[src/rtl/regbank_mailbox_if.sv]
// Register-bus bundle for one processor side of the mailbox bank.
// The master drives requests; the slave returns acknowledge, read data and irq.
interface regbank_mailbox_if #(
    parameter int DATA_W = 32,
    parameter int ADDR_W = 4
);
    logic              bus_enable;
    logic              rw;
    logic [ADDR_W-1:0] address;
    logic [DATA_W-1:0] write_data;
    logic              acknowledge;
    logic [DATA_W-1:0] read_data;
    logic              irq;

    modport master (
        output bus_enable, rw, address, write_data,
        input  acknowledge, read_data, irq
    );

    modport slave (
        input  bus_enable, rw, address, write_data,
        output acknowledge, read_data, irq
    );
endinterface

[src/rtl/regbank_mailbox.sv]
// Dual-master mailbox register bank: NUM_MBOX words per direction, each with a
// doorbell pending bit, an irq enable and an overrun flag. Side 0 = HPS, side 1 = NIOS.
module regbank_mailbox #(
    parameter int DATA_W   = 32,
    parameter int NUM_MBOX = 4,
    parameter int ADDR_W   = 4
) (
    input logic               clk,
    input logic               rst,
    regbank_mailbox_if.slave  hr_if,
    regbank_mailbox_if.slave  nr_if
);

    logic              en    [2];
    logic              rw    [2];
    logic [ADDR_W-1:0] addr  [2];
    logic [DATA_W-1:0] wdata [2];

    logic [NUM_MBOX-1:0] pend_q   [2];
    logic [NUM_MBOX-1:0] pend_d   [2];
    logic [NUM_MBOX-1:0] ovr_q    [2];
    logic [NUM_MBOX-1:0] ovr_d    [2];
    logic [NUM_MBOX-1:0] irq_en_q [2];
    logic [NUM_MBOX-1:0] irq_en_d [2];
    logic                ack_q    [2];
    logic                ack_d    [2];
    logic                irq_q    [2];
    logic                irq_d    [2];
    logic [DATA_W-1:0]   rdata_q  [2];
    logic [DATA_W-1:0]   rdata_d  [2];
    logic [DATA_W-1:0]   mbox_q   [2][NUM_MBOX];
    logic [DATA_W-1:0]   mbox_d   [2][NUM_MBOX];
    logic [NUM_MBOX-1:0] wr_out   [2];

    assign en[0]    = hr_if.bus_enable;
    assign rw[0]    = hr_if.rw;
    assign addr[0]  = hr_if.address;
    assign wdata[0] = hr_if.write_data;
    assign en[1]    = nr_if.bus_enable;
    assign rw[1]    = nr_if.rw;
    assign addr[1]  = nr_if.address;
    assign wdata[1] = nr_if.write_data;

    assign hr_if.acknowledge = ack_q[0];
    assign hr_if.read_data   = rdata_q[0];
    assign hr_if.irq         = irq_q[0];
    assign nr_if.acknowledge = ack_q[1];
    assign nr_if.read_data   = rdata_q[1];
    assign nr_if.irq         = irq_q[1];

    for (genvar s = 0; s < 2; s++) begin : g_side
        localparam int O = 1 - s;

        logic                acc;
        logic                wr;
        logic                rd;
        logic                wr_irq_en;
        logic                wr_clr;
        logic [NUM_MBOX-1:0] wr_out_l;
        logic [DATA_W-1:0]   rmux;
        logic [NUM_MBOX-1:0] clr_pend;
        logic [NUM_MBOX-1:0] clr_ovr;

        always_comb begin
            acc       = en[s] && !ack_q[s];
            wr        = acc && !rw[s];
            rd        = acc && rw[s];
            wr_irq_en = wr && (addr[s] == ADDR_W'(1));
            wr_clr    = wr && (addr[s] == ADDR_W'(2));
            wr_out_l  = '0;
            rmux      = '0;
            if (addr[s] == ADDR_W'(0)) begin
                rmux[NUM_MBOX-1:0]  = pend_q[s];
                rmux[16 +: NUM_MBOX] = ovr_q[s];
            end else if (addr[s] == ADDR_W'(1)) begin
                rmux[NUM_MBOX-1:0] = irq_en_q[s];
            end
            // OUT[k] sits at 4+k, the peer's OUT[k] is visible as IN[k] at 4+NUM_MBOX+k
            for (int k = 0; k < NUM_MBOX; k++) begin
                if (int'(addr[s]) == 4 + k) begin
                    wr_out_l[k] = wr;
                    rmux        = mbox_q[s][k];
                end
                if (int'(addr[s]) == 4 + NUM_MBOX + k) begin
                    rmux = mbox_q[O][k];
                end
            end
            clr_pend = wr_clr ? wdata[s][NUM_MBOX-1:0]  : '0;
            clr_ovr  = wr_clr ? wdata[s][16 +: NUM_MBOX] : '0;
        end

        assign wr_out[s] = wr_out_l;

        // A doorbell set from the peer wins over a concurrent clear; overrun looks at the pre-edge pending.
        assign pend_d[s]   = (pend_q[s] & ~clr_pend) | wr_out[O];
        assign ovr_d[s]    = (ovr_q[s] & ~clr_ovr) | (wr_out[O] & pend_q[s]);
        assign irq_en_d[s] = wr_irq_en ? wdata[s][NUM_MBOX-1:0] : irq_en_q[s];
        assign ack_d[s]    = acc;
        assign rdata_d[s]  = rd ? rmux : rdata_q[s];
        assign irq_d[s]    = |(pend_q[s] & irq_en_q[s]);

        for (genvar k = 0; k < NUM_MBOX; k++) begin : g_mbox
            assign mbox_d[s][k] = wr_out_l[k] ? wdata[s] : mbox_q[s][k];
        end
    end

    always_ff @(posedge clk or negedge rst) begin
        if (!rst) begin
            for (int s = 0; s < 2; s++) begin
                pend_q[s]   <= '0;
                ovr_q[s]    <= '0;
                irq_en_q[s] <= '0;
                ack_q[s]    <= 1'b0;
                irq_q[s]    <= 1'b0;
                rdata_q[s]  <= '0;
                for (int k = 0; k < NUM_MBOX; k++) begin
                    mbox_q[s][k] <= '0;
                end
            end
        end else begin
            for (int s = 0; s < 2; s++) begin
                pend_q[s]   <= pend_d[s];
                ovr_q[s]    <= ovr_d[s];
                irq_en_q[s] <= irq_en_d[s];
                ack_q[s]    <= ack_d[s];
                irq_q[s]    <= irq_d[s];
                rdata_q[s]  <= rdata_d[s];
                for (int k = 0; k < NUM_MBOX; k++) begin
                    mbox_q[s][k] <= mbox_d[s][k];
                end
            end
        end
    end

endmodule

[src/flat_wrapper.sv]
// flat-port wrapper written by rule: the top's interface ports become plain ports
module regbank_mailbox_flat 
#(
    parameter int DATA_W   = 32,
    parameter int NUM_MBOX = 4,
    parameter int ADDR_W   = 4
)
  (clk, rst, hr_if_bus_enable, hr_if_rw, hr_if_address, hr_if_write_data, hr_if_acknowledge, hr_if_read_data, hr_if_irq, nr_if_bus_enable, nr_if_rw, nr_if_address, nr_if_write_data, nr_if_acknowledge, nr_if_read_data, nr_if_irq);
  regbank_mailbox_if #(.DATA_W(DATA_W), .ADDR_W(ADDR_W)) hr_if_i ();
  regbank_mailbox_if #(.DATA_W(DATA_W), .ADDR_W(ADDR_W)) nr_if_i ();
  input logic clk;
  input logic rst;
  input wire logic [$bits(hr_if_i.bus_enable)-1:0] hr_if_bus_enable;
  input wire logic [$bits(hr_if_i.rw)-1:0] hr_if_rw;
  input wire logic [$bits(hr_if_i.address)-1:0] hr_if_address;
  input wire logic [$bits(hr_if_i.write_data)-1:0] hr_if_write_data;
  output wire logic [$bits(hr_if_i.acknowledge)-1:0] hr_if_acknowledge;
  output wire logic [$bits(hr_if_i.read_data)-1:0] hr_if_read_data;
  output wire logic [$bits(hr_if_i.irq)-1:0] hr_if_irq;
  input wire logic [$bits(nr_if_i.bus_enable)-1:0] nr_if_bus_enable;
  input wire logic [$bits(nr_if_i.rw)-1:0] nr_if_rw;
  input wire logic [$bits(nr_if_i.address)-1:0] nr_if_address;
  input wire logic [$bits(nr_if_i.write_data)-1:0] nr_if_write_data;
  output wire logic [$bits(nr_if_i.acknowledge)-1:0] nr_if_acknowledge;
  output wire logic [$bits(nr_if_i.read_data)-1:0] nr_if_read_data;
  output wire logic [$bits(nr_if_i.irq)-1:0] nr_if_irq;
  assign hr_if_i.bus_enable = hr_if_bus_enable;
  assign hr_if_i.rw = hr_if_rw;
  assign hr_if_i.address = hr_if_address;
  assign hr_if_i.write_data = hr_if_write_data;
  assign hr_if_acknowledge = hr_if_i.acknowledge;
  assign hr_if_read_data = hr_if_i.read_data;
  assign hr_if_irq = hr_if_i.irq;
  assign nr_if_i.bus_enable = nr_if_bus_enable;
  assign nr_if_i.rw = nr_if_rw;
  assign nr_if_i.address = nr_if_address;
  assign nr_if_i.write_data = nr_if_write_data;
  assign nr_if_acknowledge = nr_if_i.acknowledge;
  assign nr_if_read_data = nr_if_i.read_data;
  assign nr_if_irq = nr_if_i.irq;
  regbank_mailbox #(.DATA_W(DATA_W), .NUM_MBOX(NUM_MBOX), .ADDR_W(ADDR_W)) u_core (.clk(clk), .rst(rst), .hr_if(hr_if_i), .nr_if(nr_if_i));
endmodule
[config.mk]
export PLATFORM = sky130hd
export DESIGN_NAME = regbank_mailbox_flat
export DESIGN_NICKNAME = d
export VERILOG_FILES = /design/src/rtl/regbank_mailbox_if.sv /design/src/rtl/regbank_mailbox.sv /design/src/flat_wrapper.sv
export SDC_FILE = /design/constraint.sdc
export NUM_CORES = 1
export LEC_CHECK = 0
export BUFFER_PORTS_ARGS = -buffer_cell sky130_fd_sc_hd__buf_4
export CAP_MARGIN = 20
export CORE_MARGIN = 10
export CORE_UTILIZATION = 45
export DETAILED_ROUTE_END_ITERATION = 12
export SLEW_MARGIN = 20
export SYNTH_ARGS = -nofsm -noshare
export SYNTH_HDL_FRONTEND = slang
export SYNTH_SLANG_ARGS = --single-unit
[constraint.sdc]
create_clock -name clk -period 2.4 [get_ports clk]
set_clock_uncertainty 0.2 [all_clocks]
set_input_delay 0.24 -clock clk [delete_from_list [all_inputs] [get_ports clk]]
set_output_delay 0.24 -clock clk [all_outputs]
set_load 0.01 [all_outputs]
==> summary.txt, run 1 <==
Fin area = 22200 µm²
Die extent in y = 218 µm
GP Congestion = 0.919
FFs w/ async S/R, synth = 1.00
Clock power frac = 0.372
Peak supply drop = 0.514 mV
Sw power = 4.91 mW
Final worst setup slack = 0.0903 ns
Multiplexer share of the synthesized area = 0.111
Placed Area = 20100 µm²
EDFF count, synth = 0
ANT cells = 0
Clock transition at path regs = 0.05 ns
CP Data Arrival Time = 2.54 ns
Leading area contributor after synthesis = dfrtp_1
Overflow after GRT = 0
Mapped cell area = 17600 µm²
Worst Setup End Kind = flop
Clk root buf = clkbuf_16
Area Growth Syn to Fin = 26.1%
First-pass GRT wire length = 105000 µm
Gate power share = 0.173
Clk Latency, worst-skew pair = 0.57 ns
Post-DR wirelength/cell = 26.5 µm
Worst Max-Slew Pin Slew = 0.554 ns
Internal power = 12.0 mW
Largest net degree at the start of global routing = 70
Dpl hpwl = 47000 µm
Setup TNS = 0 ns
DRT Wirelength = 70200 µm
Worst slew margin = 0.629
CP startpoint kind = input port
Vias in the first global route = 16.3k
Antenna violations before repair = 1
CORE AREA = 38600 µm²
CP startpoint = hr_if_address[3]
H-Tree Level Count = 2
Register bit count reported by yosys = 348
Initial core utilization = 0.456
Share of layout cells above drive strength 1 = 0.239
Clock Sinks = 348
R2R setup slack = 0.14 ns
R2r startpoint = u_core.nr_if.acknowledge$_DFF_PN0_
Synth top area share = 0.494
CTS Buf Count = 41
First DRT Iteration DRCs = 2083
CP Max Fanout = 20
Vias = 16.6k
Die width = 218 µm
CTS tree = built
Worst Setup EP = u_core.hr_if.read_data[29]$_DFFE_PN0P_
Lkg Pwr = 10.4 nW
Min-Delay Path Class = in2async
Top area cells in the synthesized netlist = dfrtp_1 (49%), nand2_1 (12%), mux2_2 (8.3%)
WP data required = 2.63 ns
Yosys warns = 0
Length of the first detailed-routing pass in iterations = 7
Setup violations, final = 0
Min Tclk post-route = 2.31 ns
Buffers on Ports = 145
Die area = 47500 µm²
Setup WS pre-CTS = 0.109 ns
Nets = 2180
Synth cell types = 58
Syn_nets = 1941
Post-synthesis simple-gate area fraction = 0.152
Power density over cell area = 762 nW/µm²
Sw Ratio = 0.290
CP Class = in2reg
Clock tree buffer depth = 3
Fin. max-slew vios = 0
Antenna-violating nets left = 0
Adder-Cell Fraction of Synth Area = 0
Top_reg_cell synth = dfrtp_1
R2R depth = 5
Max-cap viol count = 0
Syn_area_per_cell = 9.46 µm²
FMAX = 433 MHz
Register share of total power = 0.455
Number of remaining DRC errors = 0
Post-Synth XOR/XNOR Area = 0
RSZ-0062 raised after global routing = no
Outcome = complete, no violations
Hold Fails Final Rpt = 0
Main combinational cell family by area after synthesis = compound AO/OA/AOI/OAI gates
Boundary Pins = 146
Gr usage total = 0.291
Post-synthesis compound-gate area fraction = 0.201
Final worst-path cycle share = 0.962
Sequential fraction of the synthesis area = 0.494
Post-Syn Instances = 1863
Vias per cell = 6.25
Rows = 72
Filler cells = 3366
Worst r2r dst = u_core.mbox_q[91]$_DFFE_PN0P_
==> state kept, by name, summed over array words and instances (netlist names) <==
| register | flops |
|---|---|
| u_core.nr_if.read_data | 32 |
| u_core.irq_en_q | 8 |
| u_core.hr_if.irq | 1 |
| u_core.hr_if.read_data | 32 |
| u_core.nr_if.irq | 1 |
| u_core.hr_if.acknowledge | 1 |
| u_core.mbox_q | 256 |
| u_core.pend_q | 8 |
| u_core.nr_if.acknowledge | 1 |
| u_core.ovr_q | 8 |
==> critical path, cell delays in order <==
cell,delay [ns]
dlygate4sd3_1,0.56
buf_4,0.17
buf_6,0.15
nor3b_4,0.19
buf_12,0.20
nand2_1,0.08
nand2_1,0.05
a22o_1,0.18
a221oi_1,0.43
buf_4,0.21
o21ai_0,0.07
==> power groups by stage <==
stage / registers [mW] / logic, mW / clock network (mW)
finish: 7.70 / 2.94 / 6.30
global route: 7.78 / 3.20 / 6.63
CTS: 7.66 / 2.92 / 6.38
detailed placement: 7.75 / 2.82 / 0
global placement: 7.73 / 2.76 / 0
floorplan: 7.52 / 1.55 / 0
==> Yosys cell counts (8+ instances only) <==
cell type	n
nand2_1	544
dfrtp_1	348
mux2_2	130
o21ai_0	111
a21oi_1	98
buf_2	74
clkbuf_1	68
nor2_1	63
a22oi_1	60
a221oi_1	45
o22ai_1	44
a221o_1	27
o211ai_1	26
a22o_1	20
a21o_1	15
mux2i_1	15
mux2_1	14
nor3_1	13
o2bb2ai_1	11
nand2b_1	10
a2bb2oi_1	9
buf_4	9
mux4_2	8
o221ai_1	8
==> layout by cell type (no fill, tap or decap), types with 9 or more instances in the layout <==
| cell | instances |
|---|---|
| mux2i_1 | 15 |
| a21oi_1 | 98 |
| dfrtp_1 | 348 |
| nand2b_1 | 9 |
| o21ai_0 | 111 |
| buf_12 | 33 |
| o211ai_1 | 26 |
| dlygate4sd3_1 | 71 |
| a221oi_1 | 45 |
| a22o_1 | 20 |
| o22ai_1 | 44 |
| a21o_1 | 15 |
| nand2_1 | 542 |
| o2bb2ai_1 | 11 |
| mux2_2 | 130 |
| nor2_1 | 59 |
| mux2_1 | 14 |
| clkbuf_1 | 12 |
| clkbuf_16 | 43 |
| a221o_1 | 27 |
| buf_4 | 246 |
| a2bb2oi_1 | 9 |
| a22oi_1 | 60 |
| nor3_1 | 12 |
==> worst min-delay path by stage <==
stage                                                  end  slack [ns]  cells past startpoint
floorplan               u_core.hr_if.acknowledge$_DFF_PN0_       -0.26                      0
global placement    u_core.hr_if.read_data[13]$_DFFE_PN0P_        0.02                      1
detailed placement  u_core.hr_if.read_data[13]$_DFFE_PN0P_        0.02                      1
CTS                  u_core.hr_if.read_data[0]$_DFFE_PN0P_        0.01                      4
global route         u_core.hr_if.read_data[0]$_DFFE_PN0P_        0.03                      4
finish               u_core.hr_if.read_data[6]$_DFFE_PN0P_        0.03                      2
==> cells by family after synthesis <==
kind of cell           Yosys count
AND/OR/NAND/NOR                667
AO/OA/AOI/OAI                  518
flip-flops                     348
multiplexers                   167
buffers and inverters          163
==> metrics by stage <==
stage	total power, mW	hold slack (ns)	std cells	util
after global placement	10.5	0.0177	2506	0.521
after global routing	17.6	0.0277	2651	0.575
after CTS	17.0	0.0115	2651	0.575
final	16.9	0.0278	2651	0.575
after floorplan	9.07	-0.256	1863	-
after detailed placement	10.6	0.0175	2506	0.521
==> metal layers <==
layer  vias to the layer above  track usage  share of wire
met2                      1022        0.437           0.44
met3                       193       0.0595           0.10
li1                       7142            -              -
met4                         0        0.125          0.040
met5                         -            0              0
met1                      8213        0.402           0.42
==> cell type report <==
| cell class | count | area (µm²) | share of cell area |
|---|---|---|---|
| Multi-Input combinational cell | 1352 | 8230 | 0.371 |
| Sequential cell | 348 | 8710 | 0.392 |
| Inverter | 6 | 22.5 | 0.00101 |
| Clock inverter | 13 | 146 | 0.00659 |
| Clock buffer | 61 | 1200 | 0.0542 |
| Timing Repair Buffer | 353 | 3260 | 0.147 |
| Tap cell | 518 | 648 | 0.0292 |
==> what timing repair did <==
| item | CTS | global route |
|---|---|---|
| endpoints found under the hold margin | 577 | 0 |
| setup endpoints to repair | 0 | 2 |
| buffers inserted | 0 | 0 |
| hold buffers | 71 | 0 |
| gates resized for setup | 0 | 3 |
Note: power is estimated with default switching activity, not from simulation.
==> inputs of run 2 (changes only) <==
Settings changed: ABC_AREA set to 1.
==> summary.txt, run 2 <==
Syn_nets = 2375 (was 1941)
Die extent in y = 215 µm (was 218 µm)
Die width = 215 µm (was 218 µm)
Post-Syn Instances = 2297 (was 1863)
Share of layout cells above drive strength 1 = 0.148 (was 0.239)
Clock Sinks = 348 (unchanged)
Fin. max-slew vios = 0 (unchanged)
Nets = 2589 (was 2180)
Worst Setup End Kind = flop (unchanged)
DR top layer = met4 (unchanged)
Most common cell after layout, fill and taps aside = nand2_1 (unchanged)
Post-Synth XOR/XNOR Area = 0 (unchanged)
Outcome = complete, no violations (unchanged)
Hold Fails Final Rpt = 0 (unchanged)
Clk Latency, worst-skew pair = 0.55 ns (was 0.57 ns)
EDFF count, synth = 0 (unchanged)
Clock transition at path regs = 0.06 ns (was 0.05 ns)
Gr usage total = 0.251 (was 0.291)
Rows = 71 (was 72)
Setup TNS = 0 ns (unchanged)
Buffers on Ports = 145 (unchanged)
First-pass GRT wire length = 92100 µm (was 105000 µm)
CP startpoint kind = flop (was input port)
Dpl hpwl = 38800 µm (was 47000 µm)
Length of the first detailed-routing pass in iterations = 5 (was 7)
Final worst setup slack = 0.438 ns (was 0.0903 ns)
ANT cells = 0 (unchanged)
First DRT Iteration DRCs = 1453 (was 2083)
CP Class = reg2reg (was in2reg)
Synth top area share = 0.507 (was 0.494)
Worst slew margin = 0.581 (was 0.629)
R2R depth = 9 (was 5)
Top_reg_cell synth = dfrtp_1 (unchanged)
Worst Max-Slew Pin Slew = 0.625 ns (was 0.554 ns)
Vias in the first global route = 15.9k (was 16.3k)
CP most frequent cell = nand2_1
Min-Delay Path Class = in2async (unchanged)
Largest net degree at the start of global routing = 57 (was 70)
Adder-Cell Fraction of Synth Area = 0 (unchanged)
RSZ-0062 raised after global routing = no (unchanged)
FMAX = 510 MHz (was 433 MHz)
Register bit count reported by yosys = 348 (unchanged)
FFs w/ async S/R, synth = 1.00 (unchanged)
Leading area contributor after synthesis = dfrtp_1 (unchanged)
Clock tree buffer depth = 3 (unchanged)
Hold slack final = 0.0316 ns (was 0.0278 ns)
Die area = 46400 µm² (was 47500 µm²)
Syn_area_per_cell = 7.48 µm² (was 9.46 µm²)
CP Max Fanout = 14 (was 20)
Most flop-heavy register = u_core.mbox_q (unchanged)
Sequential fraction of the synthesis area = 0.507 (was 0.494)
Number of remaining DRC errors = 0 (unchanged)
Worst Setup EP = u_core.nr_if.read_data[1]$_DFFE_PN0P_ (was u_core.hr_if.read_data[29]$_DFFE_PN0P_)
Boundary Pins = 146 (unchanged)
Commonest non-fill, non-tap cells in the layout = nand2_1 (717), dfrtp_1 (348), inv_1 (258), o21ai_0 (256), buf_4 (199) (was nand2_1 (542), dfrtp_1 (348), buf_4 (246), mux2_2 (130), o21ai_0 (111))
Peak supply drop = 0.522 mV (was 0.514 mV)
Post_cts resized = 0 (unchanged)
Antenna-violating nets left = 0 (unchanged)
Post-synthesis compound-gate area fraction = 0.117 (was 0.201)
Power density over cell area = 766 nW/µm² (was 762 nW/µm²)
CP startpoint = u_core.nr_if.acknowledge$_DFF_PN0_ (was hr_if_address[3])
Top area cells in the synthesized netlist = dfrtp_1 (51%), nand2_1 (16%), o21ai_0 (7.5%) (was dfrtp_1 (49%), nand2_1 (12%), mux2_2 (8.3%))
Setup violations, final = 0 (unchanged)
Clk root buf = clkbuf_16 (unchanged)
H-Tree Level Count = 2 (unchanged)
Setup WS pre-CTS = 0.297 ns (was 0.109 ns)
Met1 Routed Length = 25400 µm (was 29500 µm)
Yosys warns = 0 (unchanged)
Max stage delay on crit path = 0.40 ns (was 0.56 ns)
Antenna violations before repair = 0 (was 1)
CTS Buf Count = 40 (was 41)
Post-synthesis simple-gate area fraction = 0.285 (was 0.152)
WP buf/inv = 4 (was 5)
Worst-path cell chain = nor2_1 -> nand2_1 -> inv_2 -> buf_4 -> nand2_1 -> inv_1 -> nand4_1 -> nand2_1 -> inv_1 (was dlygate4sd3_1 -> buf_4 -> buf_6 -> nor3b_4 -> buf_12 -> nand2_1 -> nand2_1 -> a22o_1 -> a221oi_1 -> buf_4 -> o21ai_0)
WP data required = 2.63 ns (about the same)
CORE AREA = 37700 µm² (was 38600 µm²)
CP max-delay cell = dfrtp_1 (was dlygate4sd3_1)
R2r startpoint = u_core.nr_if.acknowledge$_DFF_PN0_ (unchanged)
WP depth = 9 (was 11)
Vias per cell = 5.26 (was 6.25)
Worst r2r dst = u_core.nr_if.read_data[1]$_DFFE_PN0P_ (was u_core.mbox_q[91]$_DFFE_PN0P_)
Vias = 16.1k (was 16.6k)
Initial core utilization = 0.456 (about the same)
Crit-path leading delay family = buffers and inverters (unchanged)
Final worst-path cycle share = 0.817 (was 0.962)
Area Growth Syn to Fin = 23.4% (was 26.1%)
Multiplexer share of the synthesized area = 0 (was 0.111)
CP Data Arrival Time = 2.19 ns (was 2.54 ns)
Lkg Pwr = 10.4 nW (about the same)
Final Core Density = 0.563 (was 0.575)
Post-DR wirelength/cell = 19.2 µm (was 26.5 µm)
Max-cap viol count = 0 (unchanged)
DRT Wirelength = 58600 µm (was 70200 µm)
R2R setup slack = 0.44 ns (was 0.14 ns)
Main combinational cell family by area after synthesis = simple AND/OR/NAND/NOR gates (was compound AO/OA/AOI/OAI gates)
Largest register FFs = 256 (unchanged)
Mapped cell area = 17200 µm² (was 17600 µm²)
CTS tree = built (unchanged)
Overflow after GRT = 0 (unchanged)
Routed wl met3 = 4330 µm (was 7160 µm)
Synth cell types = 29 (was 58)
Synth cell count leaders = nand2_1 (725), dfrtp_1 (348), inv_1 (260), o21ai_0 (256), nor2_1 (190) (was nand2_1 (544), dfrtp_1 (348), mux2_2 (130), o21ai_0 (111), a21oi_1 (98))
GP Congestion = 0.901 (was 0.919)
Min Tclk post-route = 1.96 ns (was 2.31 ns)
WL met2 = 27100 µm (was 30800 µm)
Count leader, synth = nand2_1 (unchanged)
run 2: logic make-up after synthesis:
family / after synthesis
flops: 348
buf+inv: 389
compound gates: 395
simple gates: 1165
run 2: worst min path at each step:
| stage | from | to | slack (ns) | cells after the start |
|---|---|---|---|---|
| floorplan | rst | u_core.hr_if.acknowledge$_DFF_PN0_ | -0.26 | 0 |
| global placement | rst | u_core.nr_if.read_data[3]$_DFFE_PN0P_ | 0.00009 | 1 |
| detailed placement | rst | u_core.nr_if.read_data[3]$_DFFE_PN0P_ | 0.004 | 1 |
| CTS | rst | u_core.ovr_q[1]$_DFF_PN0_ | 0.03 | 2 |
| global route | rst | u_core.mbox_q[113]$_DFFE_PN0P_ | 0.05 | 2 |
| finish | rst | u_core.ovr_q[1]$_DFF_PN0_ | 0.03 | 2 |
run 2: where the power goes:
group	internal (mW)	switching (mW)
logic	1.11	1.40
clock network	3.67	2.49
registers	6.83	0.729
total	11.6	4.62
run 2: final cells by class:
cell class | count | area [µm²]
Tap cell | 511 | 639
Timing Repair Buffer | 285 | 2520
Clock buffer | 60 | 1200
Sequential cell | 348 | 8710
Fill cell | 3619 | 16500
Multi-Input combinational cell | 1560 | 6970
Inverter | 276 | 1040
Clock inverter | 12 | 126
run 2: worst reg2reg max path, cell delays in order (launching register included):
cell     delay [ns]
dfrtp_1        0.40
nor2_1         0.14
nand2_1        0.10
inv_2          0.38
buf_4          0.31
nand2_1        0.08
inv_1          0.05
nand4_1        0.10
nand2_1        0.07
inv_1          0.03
run 2: metrics by stage:
| step | instances | power, mW | instance area [µm²] |
|---|---|---|---|
| floorplan | 2297 | 8.85 | 17200 |
| detailed placement | 2911 | 10.1 | 19200 |
| global route | 3052 | 17.1 | 21200 |
| CTS | 3052 | 16.3 | 21200 |
| global placement | 2911 | 9.99 | 19200 |
| finish | 3052 | 16.2 | 21200 |
run 2: timing repair:
item / CTS / global route
endpoints found under the hold margin: 631 / 0
buffers inserted: 0 / 0
hold buffers: 69 / 0
run 2: layer usage:
| metal | global-route usage | vias up |
|---|---|---|
| li1 | - | 7672 |
| met1 | 0.337 | 7643 |
| met2 | 0.408 | 612 |
| met3 | 0.0380 | 130 |
| met4 | 0.0824 | 0 |
| met5 | 0 | - |
